$ cat config.mk
export PLATFORM = sky130hd
export DESIGN_NAME = dispatch_queue_flat
export DESIGN_NICKNAME = d
export VERILOG_FILES = /design/src/rtl/dispatch_queue_if.sv /design/src/rtl/dispatch_queue.sv /design/src/flat_wrapper.sv
export SDC_FILE = /design/constraint.sdc
export NUM_CORES = 1
export LEC_CHECK = 0
export ABC_CLOCK_PERIOD_IN_PS = 11600
export CAP_MARGIN = 0
export CORE_MARGIN = 2
export CORE_UTILIZATION = 65
export CTS_CLUSTER_DIAMETER = 150
export DETAILED_ROUTE_END_ITERATION = 16
export MAX_ROUTING_LAYER = met4
export PLACE_DENSITY = 0.92
export SLEW_MARGIN = 0
export SYNTH_ARGS = -nofsm -noshare
export SYNTH_HDL_FRONTEND = slang
export SYNTH_SLANG_ARGS = --single-unit
$ cat constraint.sdc
create_clock -name clk -period 11.6 [get_ports clk]
set_input_delay 1.16 -clock clk [delete_from_list [all_inputs] [get_ports clk]]
set_output_delay 1.16 -clock clk [all_outputs]
set_load 0.02 [all_outputs]
$ cat src/rtl/dispatch_queue_if.sv
// rtl/dispatch_queue_if.sv - payload types and rename/RS handshake bundle for dispatch_queue
package dispatch_queue_pkg;
  localparam int PHY_REG_NUM = 64;
  localparam int PREG_W      = $clog2(PHY_REG_NUM);
  localparam int WB_WIDTH    = 4;
  localparam int ROB_W       = 6;

  typedef struct packed {
    logic [ROB_W-1:0]  rob_idx;
    logic [PREG_W-1:0] pdest;
    logic [PREG_W-1:0] psrc0;
    logic              psrc0_ready;
    logic [PREG_W-1:0] psrc1;
    logic              psrc1_ready;
  } RsBaseSt;

  typedef struct packed {
    logic [3:0]  fu_op;
    logic [11:0] imm;
  } OptionCodeSt;
endpackage

interface dispatch_queue_if #(
  parameter int BANK_NUM = 2
);
  import dispatch_queue_pkg::*;

  logic [BANK_NUM-1:0]                 rn_valid_i;
  logic                                rn_ready_o;
  RsBaseSt                             rs_base_i     [BANK_NUM];
  OptionCodeSt                         option_code_i [BANK_NUM];
  logic [WB_WIDTH-1:0]                 wb_i;
  logic [WB_WIDTH-1:0][PREG_W-1:0]     wb_pdest_i;
  logic [BANK_NUM-1:0]                 wr_valid_o;
  logic [BANK_NUM-1:0]                 wr_ready_i;
  RsBaseSt                             rs_base_o     [BANK_NUM];
  OptionCodeSt                         option_code_o [BANK_NUM];

  modport master (
    output rn_valid_i, rs_base_i, option_code_i, wb_i, wb_pdest_i, wr_ready_i,
    input  rn_ready_o, wr_valid_o, rs_base_o, option_code_o
  );

  modport slave (
    input  rn_valid_i, rs_base_i, option_code_i, wb_i, wb_pdest_i, wr_ready_i,
    output rn_ready_o, wr_valid_o, rs_base_o, option_code_o
  );
endinterface

$ cat src/rtl/dispatch_queue.sv
// rtl/dispatch_queue.sv - in-order circular dispatch queue between rename and RS banks with wakeup snooping
// Optional macro DQ_ENQ_WAKEUP_BYPASS_EN: also snoop the writeback bus for entries being enqueued.
module dispatch_queue
  import dispatch_queue_pkg::*;
#(
  parameter int QUEUE_DEPTH = 8,
  parameter int BANK_NUM    = 2
) (
  input  logic          clk,
  input  logic          a_rst_n,
  input  logic          flush_i,
  dispatch_queue_if.slave dq
);
  localparam int PTR_W = $clog2(QUEUE_DEPTH);
  localparam int CNT_W = PTR_W + 1;
  localparam logic [CNT_W-1:0] DEPTH_C = CNT_W'(QUEUE_DEPTH);
  localparam logic [CNT_W-1:0] BANK_C  = CNT_W'(BANK_NUM);
  localparam logic [CNT_W-1:0] ONE_C   = CNT_W'(1);

  logic [PTR_W-1:0] head_q, head_d, tail_q, tail_d;
  logic [CNT_W-1:0] count_q, count_d, enq_cnt, deq_cnt;
  logic             enq_en;
  logic             run;
  logic [BANK_NUM-1:0] wr_valid;
  logic [PTR_W-1:0] rd_idx [BANK_NUM];
  logic [PTR_W-1:0] wr_idx [BANK_NUM];
  RsBaseSt          enq_base [BANK_NUM];

  RsBaseSt     base_q [QUEUE_DEPTH];
  OptionCodeSt opt_q  [QUEUE_DEPTH];

  function automatic logic wake_hit(
    input logic [PREG_W-1:0]               p,
    input logic [WB_WIDTH-1:0]             wb,
    input logic [WB_WIDTH-1:0][PREG_W-1:0] pdest
  );
    logic hit;
    hit = 1'b0;
    for (int j = 0; j < WB_WIDTH; j++) begin
      hit = hit | (wb[j] && (pdest[j] == p));
    end
    return hit;
  endfunction

  // Readiness uses registered occupancy only; a same-cycle dequeue earns no credit.
  assign dq.rn_ready_o = (DEPTH_C - count_q) >= BANK_C;
  assign enq_en        = dq.rn_ready_o && !flush_i;
  assign dq.wr_valid_o = wr_valid;

  always_comb begin
    enq_cnt = '0;
    deq_cnt = '0;
    run     = 1'b1;
    for (int k = 0; k < BANK_NUM; k++) begin
      rd_idx[k]   = head_q + PTR_W'(k);
      wr_idx[k]   = tail_q + PTR_W'(k);
      wr_valid[k] = !flush_i && (count_q > CNT_W'(k));
      // A stalled lane blocks every lane above it to keep dispatch in order.
      run = run && wr_valid[k] && dq.wr_ready_i[k];
      if (run) deq_cnt = deq_cnt + ONE_C;
      if (enq_en && dq.rn_valid_i[k]) enq_cnt = enq_cnt + ONE_C;

      dq.rs_base_o[k]             = base_q[rd_idx[k]];
      dq.rs_base_o[k].psrc0_ready = base_q[rd_idx[k]].psrc0_ready
                                    | wake_hit(base_q[rd_idx[k]].psrc0, dq.wb_i, dq.wb_pdest_i);
      dq.rs_base_o[k].psrc1_ready = base_q[rd_idx[k]].psrc1_ready
                                    | wake_hit(base_q[rd_idx[k]].psrc1, dq.wb_i, dq.wb_pdest_i);
      dq.option_code_o[k]         = opt_q[rd_idx[k]];

      enq_base[k] = dq.rs_base_i[k];
`ifdef DQ_ENQ_WAKEUP_BYPASS_EN
      enq_base[k].psrc0_ready = dq.rs_base_i[k].psrc0_ready
                                | wake_hit(dq.rs_base_i[k].psrc0, dq.wb_i, dq.wb_pdest_i);
      enq_base[k].psrc1_ready = dq.rs_base_i[k].psrc1_ready
                                | wake_hit(dq.rs_base_i[k].psrc1, dq.wb_i, dq.wb_pdest_i);
`endif
    end
    head_d  = head_q + deq_cnt[PTR_W-1:0];
    tail_d  = tail_q + enq_cnt[PTR_W-1:0];
    count_d = count_q + enq_cnt - deq_cnt;
  end

  always_ff @(posedge clk or negedge a_rst_n) begin
    if (!a_rst_n) begin
      head_q  <= '0;
      tail_q  <= '0;
      count_q <= '0;
    end else if (flush_i) begin
      head_q  <= '0;
      tail_q  <= '0;
      count_q <= '0;
    end else begin
      head_q  <= head_d;
      tail_q  <= tail_d;
      count_q <= count_d;
    end
  end

  // Stale slots may also be woken; they are never visible while their lane is invalid.
  always_ff @(posedge clk) begin
    for (int e = 0; e < QUEUE_DEPTH; e++) begin
      base_q[e].psrc0_ready <= base_q[e].psrc0_ready
                               | wake_hit(base_q[e].psrc0, dq.wb_i, dq.wb_pdest_i);
      base_q[e].psrc1_ready <= base_q[e].psrc1_ready
                               | wake_hit(base_q[e].psrc1, dq.wb_i, dq.wb_pdest_i);
    end
    for (int k = 0; k < BANK_NUM; k++) begin
      if (enq_en && dq.rn_valid_i[k]) begin
        base_q[wr_idx[k]] <= enq_base[k];
        opt_q[wr_idx[k]]  <= dq.option_code_i[k];
      end
    end
  end
endmodule

$ cat src/flat_wrapper.sv
// flat-port wrapper written by rule: the top's interface ports become plain ports
module dispatch_queue_flat import dispatch_queue_pkg::*;
#(
  parameter int QUEUE_DEPTH = 8,
  parameter int BANK_NUM    = 2
)
  (clk, a_rst_n, flush_i, dq_rn_valid_i, dq_rs_base_i, dq_option_code_i, dq_wb_i, dq_wb_pdest_i, dq_wr_ready_i, dq_rn_ready_o, dq_wr_valid_o, dq_rs_base_o, dq_option_code_o);
  dispatch_queue_if #(.BANK_NUM(BANK_NUM)) dq_i ();
  input  logic clk;
  input  logic a_rst_n;
  input  logic flush_i;
  input wire logic [$bits(dq_i.rn_valid_i)-1:0] dq_rn_valid_i;
  input wire logic [$bits(dq_i.rs_base_i)-1:0] dq_rs_base_i;
  input wire logic [$bits(dq_i.option_code_i)-1:0] dq_option_code_i;
  input wire logic [$bits(dq_i.wb_i)-1:0] dq_wb_i;
  input wire logic [$bits(dq_i.wb_pdest_i)-1:0] dq_wb_pdest_i;
  input wire logic [$bits(dq_i.wr_ready_i)-1:0] dq_wr_ready_i;
  output wire logic [$bits(dq_i.rn_ready_o)-1:0] dq_rn_ready_o;
  output wire logic [$bits(dq_i.wr_valid_o)-1:0] dq_wr_valid_o;
  output wire logic [$bits(dq_i.rs_base_o)-1:0] dq_rs_base_o;
  output wire logic [$bits(dq_i.option_code_o)-1:0] dq_option_code_o;
  assign dq_i.rn_valid_i = dq_rn_valid_i;
  assign dq_i.rs_base_i = {>>{dq_rs_base_i}};
  assign dq_i.option_code_i = {>>{dq_option_code_i}};
  assign dq_i.wb_i = dq_wb_i;
  assign dq_i.wb_pdest_i = dq_wb_pdest_i;
  assign dq_i.wr_ready_i = dq_wr_ready_i;
  assign dq_rn_ready_o = dq_i.rn_ready_o;
  assign dq_wr_valid_o = dq_i.wr_valid_o;
  assign dq_rs_base_o = {>>{dq_i.rs_base_o}};
  assign dq_option_code_o = {>>{dq_i.option_code_o}};
  dispatch_queue #(.QUEUE_DEPTH(QUEUE_DEPTH), .BANK_NUM(BANK_NUM)) u_core (.clk(clk), .a_rst_n(a_rst_n), .flush_i(flush_i), .dq(dq_i));
endmodule
==> results_tabular.tex, run 1 <==
\begin{tabular}{lr}
\hline
Metric & Value \\
\hline
\multicolumn{2}{l}{\textbf{CTS}} \\
\quad TritonCTS clock tree & done \\
\quad Clock sinks & 346 \\
\quad Clock root buffer & sky130\_fd\_sc\_hd\_\_clkbuf\_16 \\
\quad Setup Fix Bufs, Post-CTS & 0 \\
\quad CTS resizes & 0 \\
\quad Clk Latency, worst-skew pair & 560 ps \\
\quad Clock transition time at the flip-flop clock pins of the worst setup and hold paths & around 70 ps \\
\quad Number of buffers inserted for hold repair after clock tree synthesis & 0 \\
\quad H-tree level count & 2 \\
\quad TritonCTS buffer count & 34 \\
\quad Buffers from clock root to sink, at most & 3 \\
\multicolumn{2}{l}{\textbf{Logic synthesis}} \\
\quad Synth Register Bits & 346 \\
\quad Most frequent cells after synthesis & sky130\_fd\_sc\_hd\_\_edfxtp\_1, sky130\_fd\_sc\_hd\_\_xnor2\_1, sky130\_fd\_sc\_hd\_\_xor2\_1 \\
\quad Cell taking the most area after synthesis & sky130\_fd\_sc\_hd\_\_edfxtp\_1 \\
\quad Cell types with the largest area share after synthesis & sky130\_fd\_sc\_hd\_\_edfxtp\_1, sky130\_fd\_sc\_hd\_\_mux4\_2, sky130\_fd\_sc\_hd\_\_xnor2\_1 \\
\quad Ys flop type & sky130\_fd\_sc\_hd\_\_edfxtp\_1 \\
\quad Number of nets in the synthesized netlist & around 2300 \\
\quad Cells after Synth & 2194 \\
\quad Number of enable-type register cells in the synthesized netlist & 320 \\
\quad Async SR Flop Fraction & 2.89\% \\
\quad Share of the synthesized area in the top cell type & 36.3\% \\
\quad Synth Cell Area & 26400 um\^{}2 \\
\quad Yosys Warn Count & 0 \\
\quad Top-count cell post-synth & sky130\_fd\_sc\_hd\_\_edfxtp\_1 \\
\quad Per-instance average area after synthesis & 12.1 um\^{}2 \\
\quad Part of the Yosys area used for sequential elements & 38.5\% \\
\quad Number of distinct library cell variants in the gate-level netlist after synthesis & 57 \\
\multicolumn{2}{l}{\textbf{STA}} \\
\quad Post-route minimum period & 6610 ps \\
\quad Share of the clock period used by the worst path after layout & 57.0\% \\
\quad Worst setup margin & 4990 ps \\
\quad Setup violation total in the final timing report & 0 \\
\quad Final Skew & 19.5 ps \\
\quad Number of failing hold endpoints at the final stage & 0 \\
\quad Final setup TNS & 0 ps \\
\quad Pins over their slew limit & 0 \\
\quad Fmax & 151 MHz \\
\quad Setup repair after global routing missed its margin & no \\
\quad Tightest Pin Transition & 1190 ps \\
\quad Slew margin rel. & 20.6\% \\
\multicolumn{2}{l}{\textbf{Setup path}} \\
\quad Maximum fanout encountered on the critical timing path & 66 \\
\quad CP startpoint kind & flip-flop \\
\quad Req. time, crit path & between 10000 and 15000 ps \\
\quad Worst-path cell chain & ha\_4, buf\_4, mux4\_2, mux2i\_2, xor2\_1, nand3\_1, or4\_1, nand4\_1, clkdlybuf4s50\_1 \\
\quad Arr. time, crit path & roughly 5500 ps \\
\quad Class of the most critical setup path & reg -> out \\
\quad Critical Path Slowest Stage Cell & sky130\_fd\_sc\_hd\_\_dfrtp\_4 \\
\quad Cell family with the largest share of critical-path delay & buffers and inverters \\
\quad WP buf/inv & 2 \\
\quad CP max stage delay & $\sim$1100 ps \\
\quad Crit. End Element & output port \\
\multicolumn{2}{l}{\textbf{GRT}} \\
\quad Number of global-route vias before repair & 21662 \\
\quad Met3 track utilization from global routing & 14.1\% \\
\quad Global routing usage on met1 & between 50 and 60\% \\
\quad Largest net degree at the start of global routing & 67 \\
\quad Met2 track utilization from global routing & between 60\% and 70\% \\
\quad Antenna violations before repair & 4 \\
\quad Peak-usage layer in the global routing report & met2 \\
\quad Total global-route track usage & 44.5\% \\
\quad Overflow left after global routing & 0 \\
\quad First-pass GRT wire length & 134 mm \\
\multicolumn{2}{l}{\textbf{Floorplanning}} \\
\quad Height of the die & between 200 and 250 um \\
\quad Floorplan Core Area & approximately 40000 um\^{}2 \\
\quad Starting Density & 66.3\% \\
\quad Die outline area & between 40000 and 50000 um\^{}2 \\
\quad Std-Cell Rows & 73 \\
\quad Number of top-level pins & 206 \\
\quad Die X & 206 um \\
\multicolumn{2}{l}{\textbf{Pwr}} \\
\quad Largest voltage drop on the vdd net & 0.183 mV \\
\quad Reported leakage power & 9.65 nW \\
\quad Power per Cell Area & $\sim$200 nW/um\^{}2 \\
\quad Total design power & 5.90 mW \\
\multicolumn{2}{l}{\textbf{Min path}} \\
\quad Worst hold path type & reg -> reg \\
\multicolumn{2}{l}{\textbf{Place}} \\
\quad Dpl hpwl & 53.6 mm \\
\quad Count of input and output buffers & 205 \\
\quad Post-place instance area & 28300 um\^{}2 \\
\quad DP Worst Slack & 5530 ps \\
\quad Last weighted congestion value of the routability-driven placer & 0.974 \\
\multicolumn{2}{l}{\textbf{Detailed routing}} \\
\quad Total wirelength of the detailed-routed design & 91.2 mm \\
\quad Routed length per instance & 33.5 um \\
\quad Vias per inst & 7.80 \\
\quad Via count of the routed design & 21244 \\
\quad Count of TritonRoute iterations in the first routing pass & 6 \\
\quad Antenna Nets Post-Route & 0 \\
\quad Starting DRT DRC Count & $\sim$3500 \\
\quad Number of design rule violations left after detail routing & 0 \\
\multicolumn{2}{l}{\textbf{Job}} \\
\quad Count of max-cap constraint violations & 0 \\
\multicolumn{2}{l}{\textbf{Final layout}} \\
\quad Design area & around 30000 um\^{}2 \\
\quad Total of fill cells in the finished design & approximately 2400 \\
\quad Util after Layout & 73.7\% \\
\quad Synth-to-layout area growth & 11.2\% \\
\quad Layout cell share with drive strength beyond 1 & 21.7\% \\
\quad Fin nets & 2303 \\
\multicolumn{2}{l}{\textbf{Run status}} \\
\quad Run status & finished, final reports clean \\
\hline
\end{tabular}
## kinds of logic (layout without fill, tap and decap cells)
logic type | after synthesis | after routing | share of synthesized area (%)
AOI/OAI and AO/OA | 253 | 253 | 7.97
DFF | 346 | 346 | 38.5
xor gates and xnor gates | 496 | 496 | 16.5
buffers and inverters | 356 | 351 | 5.67
adders and majority gates | 18 | 18 | 0.965
other | 0 | 8 | 0
muxes | 370 | 370 | 22.9
and+or+nand+nor | 355 | 355 | 7.50
## final timing paths
kind                                     start                   end  slack [ps]  depth (start not counted)
setup reg to reg             u_core.count_q[0]  u_core.base_q[4][14]        7570                          8
max in group asynchronous              a_rst_n      u_core.head_q[1]       10230                          1
min in group asynchronous              a_rst_n      u_core.tail_q[2]         970                          1
hold reg to reg            u_core.base_q[3][7]   u_core.base_q[3][7]         590                          2
setup / recovery              u_core.head_q[0]       dq_rs_base_o[0]        4990                          9
hold / removal             u_core.base_q[3][7]   u_core.base_q[3][7]         590                          2
## metrics by stage
stage	cells	hold slack [ps]
3_3_place_gp	2655	548
6_report	2722	587
2_1_floorplan	2194	500
4_1_cts	2714	587
5_1_grt	2718	620
3_5_place_dp	2655	561
## area by class of cell
type / count / area [um^2] / share of cell area (%)
clock inverter: 17 / 181 / 0.617
multi-input combinational: 1492 / 14900 / 50.7
tap: 525 / 657 / 2.23
clock buffer: 42 / 921 / 3.13
inverter: 39 / 146 / 0.498
antenna: 8 / 20.0 / 0.0681
timing repair buffer: 253 / 2370 / 8.07
sequential: 346 / 10200 / 34.6
## state kept, by name (all words and copies together) (netlist names)
name,cells
u_core.tail_q,3
u_core.count_q,4
u_core.opt_q,128
u_core.head_q,3
u_core.base_q,208
## routing by layer
| metal | wire, um | part of all wire, % |
|---|---|---|
| met5 | 0 | 0 |
| met4 | 6940 | 7.6 |
| met3 | 14900 | 16 |
| met2 | 40900 | 45 |
| met1 | 28500 | 31 |
## placed cells by master, fill, tap and decap left out, types with 5 or more instances in the layout
| cell | instances |
|---|---|
| sky130_fd_sc_hd__edfxtp_1 | 320 |
| sky130_fd_sc_hd__xnor2_1 | 265 |
| sky130_fd_sc_hd__xor2_1 | 229 |
| sky130_fd_sc_hd__clkdlybuf4s50_1 | 197 |
| sky130_fd_sc_hd__a22o_1 | 192 |
| sky130_fd_sc_hd__mux4_2 | 168 |
| sky130_fd_sc_hd__mux2_2 | 159 |
| sky130_fd_sc_hd__nand2_1 | 96 |
| sky130_fd_sc_hd__nand4_1 | 78 |
| sky130_fd_sc_hd__nor4_1 | 67 |
| sky130_fd_sc_hd__buf_4 | 48 |
| sky130_fd_sc_hd__inv_1 | 39 |
| sky130_fd_sc_hd__mux2i_1 | 35 |
| sky130_fd_sc_hd__clkbuf_16 | 34 |
| sky130_fd_sc_hd__nor3_1 | 18 |
| sky130_fd_sc_hd__o21ai_0 | 17 |
| sky130_fd_sc_hd__nor2_1 | 16 |
| sky130_fd_sc_hd__dfxtp_1 | 16 |
| sky130_fd_sc_hd__or4_1 | 13 |
| sky130_fd_sc_hd__ha_1 | 13 |
| sky130_fd_sc_hd__nor3b_1 | 12 |
| sky130_fd_sc_hd__nand3_1 | 10 |
| sky130_fd_sc_hd__diode_2 | 8 |
| sky130_fd_sc_hd__a21oi_1 | 8 |
| sky130_fd_sc_hd__nor2_4 | 8 |
| sky130_fd_sc_hd__buf_2 | 8 |
| sky130_fd_sc_hd__nand3b_1 | 7 |
| sky130_fd_sc_hd__dfrtp_1 | 7 |
| sky130_fd_sc_hd__o41ai_1 | 6 |
| sky130_fd_sc_hd__a221o_1 | 6 |
| sky130_fd_sc_hd__a22oi_1 | 6 |
| sky130_fd_sc_hd__nor2b_1 | 5 |
| sky130_fd_sc_hd__nor3_4 | 5 |
## where the power goes
part / internal (mW) / switching [mW]
registers: 1.58 / 0.247
logic: 1.38 / 1.56
clock network: 0.635 / 0.499
total: 3.60 / 2.31
## worst register-to-register path, delay by kind of cell (launching register included)
family,cells,cell delay (ps)
and+or+nand+nor,5,1790
buffers and inverters,2,1160
AOI/OAI and AO/OA,1,260
DFF,1,410
Note: power is estimated with default switching activity, not from simulation.
==> run 2: changes to the inputs <==
--- a/config.mk
+++ b/config.mk
@@ -5,14 +5,14 @@
 export SDC_FILE = /design/constraint.sdc
 export NUM_CORES = 1
 export LEC_CHECK = 0
-export ABC_CLOCK_PERIOD_IN_PS = 11600
+export ABC_CLOCK_PERIOD_IN_PS = 6650
 export CAP_MARGIN = 0
 export CORE_MARGIN = 2
-export CORE_UTILIZATION = 65
+export CORE_UTILIZATION = 60
 export CTS_CLUSTER_DIAMETER = 150
 export DETAILED_ROUTE_END_ITERATION = 16
 export MAX_ROUTING_LAYER = met4
-export PLACE_DENSITY = 0.92
+export PLACE_DENSITY = 0.86
 export SLEW_MARGIN = 0
 export SYNTH_ARGS = -nofsm -noshare
 export SYNTH_HDL_FRONTEND = slang
==> constraint.sdc (replaced) <==
create_clock -name clk -period 6.65 [get_ports clk]
set_input_delay 0.665 -clock clk [delete_from_list [all_inputs] [get_ports clk]]
set_output_delay 0.665 -clock clk [all_outputs]
set_load 0.02 [all_outputs]
==> run 2 against run 1 <==
Against the previous run: utilization decreased by 5.3 points; routed wire length down 3.8%; global-route usage is 5.5 points lower; clock-buffer cell count grew 7; hold slack lost 98 ps; register-to-register slack worse by 4900 ps; non-clock buffer count is 10 higher; combinational power grew 72%; die area is 8.2% higher; via count shrank 2.3%; clock power grew 77%; clock skew rose by 4.0 ps.
==> results_tabular.tex, run 2 (synthesized netlist as in run 1, its figures left out) <==
\begin{tabular}{lr}
\hline
Metric & Value \\
\hline
\multicolumn{2}{l}{\textbf{Run status}} \\
\quad Run status & finished, final reports clean \\
\multicolumn{2}{l}{\textbf{STA}} \\
\quad Share of the clock period used by the worst path after layout & between 80 and 90\% \\
\quad Tightest Pin Transition & 1350 ps \\
\quad Final setup TNS & 0 ps \\
\quad Post-route minimum period & 5450 ps \\
\quad Setup repair after global routing missed its margin & no \\
\quad Pins over their slew limit & 0 \\
\quad Number of failing hold endpoints at the final stage & 0 \\
\quad Fmax & between 150 and 200 MHz \\
\quad Setup violation total in the final timing report & 0 \\
\quad Final Skew & 23.5 ps \\
\quad Slew margin rel. & about a tenth \\
\multicolumn{2}{l}{\textbf{Pwr}} \\
\quad Largest voltage drop on the vdd net & 0.301 mV \\
\quad Power per Cell Area & 345 nW/um\^{}2 \\
\quad Reported leakage power & 9.73 nW \\
\multicolumn{2}{l}{\textbf{Detailed routing}} \\
\quad Top layer used by detailed routing & met4 \\
\quad Via count of the routed design & 20759 \\
\quad Count of TritonRoute iterations in the first routing pass & 5 \\
\quad Total wirelength of the detailed-routed design & approximately 88 mm \\
\quad M1 wire length & 29.8 mm \\
\quad Vias per inst & around 7.4 \\
\quad Routed length per instance & 31.3 um \\
\quad Antenna Nets Post-Route & 0 \\
\quad Routed length on met3 & roughly 13 mm \\
\quad Starting DRT DRC Count & 3352 \\
\quad Met2 routed WL & 40.2 mm \\
\quad Number of design rule violations left after detail routing & 0 \\
\multicolumn{2}{l}{\textbf{Floorplanning}} \\
\quad Std-Cell Rows & 76 \\
\quad Number of top-level pins & 206 \\
\quad Height of the die & roughly 210 um \\
\quad Die outline area & roughly 46000 um\^{}2 \\
\quad Die X & about 210 um \\
\quad Floorplan Core Area & 43300 um\^{}2 \\
\quad Starting Density & 61.1\% \\
\multicolumn{2}{l}{\textbf{Final layout}} \\
\quad Design area & 29600 um\^{}2 \\
\quad Leading cell types in the layout, fill and taps excluded & sky130\_fd\_sc\_hd\_\_edfxtp\_1, sky130\_fd\_sc\_hd\_\_xnor2\_1, sky130\_fd\_sc\_hd\_\_xor2\_1 \\
\quad Synth-to-layout area growth & 11.9\% \\
\quad Number of flip-flops under the largest register name & 208 \\
\quad Largest reg by FF count & u\_core.base\_q \\
\quad Fin nets & 2315 \\
\quad Leading cell type in the layout, fill and taps excluded & sky130\_fd\_sc\_hd\_\_edfxtp\_1 \\
\quad Layout cell share with drive strength beyond 1 & 21.9\% \\
\multicolumn{2}{l}{\textbf{Place}} \\
\quad Last weighted congestion value of the routability-driven placer & about 1 \\
\quad Post-place instance area & around 28000 um\^{}2 \\
\quad Dpl hpwl & between 50 and 60 mm \\
\quad Count of input and output buffers & approximately 210 \\
\multicolumn{2}{l}{\textbf{GRT}} \\
\quad Antenna violations before repair & 7 \\
\quad Overflow left after global routing & 0 \\
\quad Largest net degree at the start of global routing & 67 \\
\quad Number of global-route vias before repair & between 20000 and 25000 \\
\quad Total global-route track usage & between 30\% and 40\% \\
\quad First-pass GRT wire length & around 130 mm \\
\multicolumn{2}{l}{\textbf{CTS}} \\
\quad CTS resizes & 0 \\
\quad TritonCTS buffer count & 36 \\
\quad H-tree level count & 2 \\
\quad Clock root buffer & sky130\_fd\_sc\_hd\_\_clkbuf\_16 \\
\quad Clock sinks & roughly 350 \\
\quad Number of buffers inserted for hold repair after clock tree synthesis & 0 \\
\quad Clk Latency, worst-skew pair & 540 ps \\
\quad Clock transition time at the flip-flop clock pins of the worst setup and hold paths & 70 ps \\
\quad TritonCTS clock tree & done \\
\quad Setup Fix Bufs, Post-CTS & 0 \\
\quad Buffers from clock root to sink, at most & 3 \\
\multicolumn{2}{l}{\textbf{Setup path}} \\
\quad Reg-to-reg critical path endpoint & u\_core.opt\_q[1][13] \\
\quad Slack of the worst reg-to-reg path & approximately 2700 ps \\
\quad Maximum fanout encountered on the critical timing path & 37 \\
\quad Arr. time, crit path & between 4000 and 5000 ps \\
\quad Startpoint of the worst register-to-register path & u\_core.count\_q[0] \\
\quad Cell depth of the worst flop-to-flop path & 8 \\
\quad CP startpoint kind & flip-flop \\
\quad Req. time, crit path & 5980 ps \\
\quad Class of the most critical setup path & reg -> out \\
\quad Crit. End Element & output port \\
\multicolumn{2}{l}{\textbf{Min path}} \\
\quad Worst hold path type & in -> async \\
\multicolumn{2}{l}{\textbf{Job}} \\
\quad Count of max-cap constraint violations & 0 \\
\hline
\end{tabular}
[run 2: per-layer routing]
metal,global-route usage [%],vias to the layer above
li1,-,8193
met3,9.53,425
met5,-,-
met4,21.6,0
met1,48.2,10198
met2,59.0,1943
[run 2: metrics by stage]
stage / setup WS (ps) / instances / total power [mW] / hold WS, ps / utilization, %
final: 1200 / 2800 / 10.2 / 489 / 68.4
after global routing: 937 / 2797 / 10.6 / 518 / 68.4
after CTS: 1170 / 2790 / 10.1 / 485 / 68.4
after detailed placement: 1740 / 2725 / 8.14 / 569 / 65.7
after global placement: 1780 / 2725 / 7.99 / 559 / 65.7
after floorplan: 2540 / 2194 / 6.53 / 369 / -
[run 2: critical path: stages (launching register included)]
cell and delay [ps]:
sky130_fd_sc_hd__dfrtp_4 690, sky130_fd_sc_hd__ha_4 710, sky130_fd_sc_hd__buf_4 430, sky130_fd_sc_hd__mux4_2 610, sky130_fd_sc_hd__mux2i_2 270, sky130_fd_sc_hd__xor2_1 200, sky130_fd_sc_hd__nand3_1 90, sky130_fd_sc_hd__or4_1 540
sky130_fd_sc_hd__nand4_1 80, sky130_fd_sc_hd__clkdlybuf4s50_1 610
[run 2: where the power goes]
group,switching [mW],internal [mW],total [mW]
Combinational,2.65,2.41,5.06
Clock,0.860,1.14,2.00
Sequential,0.394,2.76,3.16
[run 2: worst max-delay path by stage]
| stage | start | slack, ps | to |
|---|---|---|---|
| 3_3_place_gp | u_core.head_q[0] | 1780 | dq_rs_base_o[0] |
| 3_5_place_dp | u_core.head_q[0] | 1740 | dq_rs_base_o[0] |
| 4_1_cts | u_core.head_q[0] | 1170 | dq_rs_base_o[0] |
| 2_1_floorplan | u_core.count_q[0] | 2540 | u_core.base_q[7][0] |
| 5_1_grt | u_core.head_q[0] | 940 | dq_rs_base_o[0] |
| 6_report | u_core.head_q[0] | 1200 | dq_rs_base_o[0] |
[run 2: area by class of cell]
| class | count | area, um^2 |
|---|---|---|
| multi-input cells | 1492 | 14900 |
| repair buffers | 263 | 2470 |
| diodes | 10 | 25.0 |
| fillers | 2953 | 13700 |
| clock buffers | 49 | 1000 |
| inverters | 39 | 146 |
| flip-flops and latches | 346 | 10200 |
| well taps | 585 | 732 |
| clock inverters | 16 | 143 |
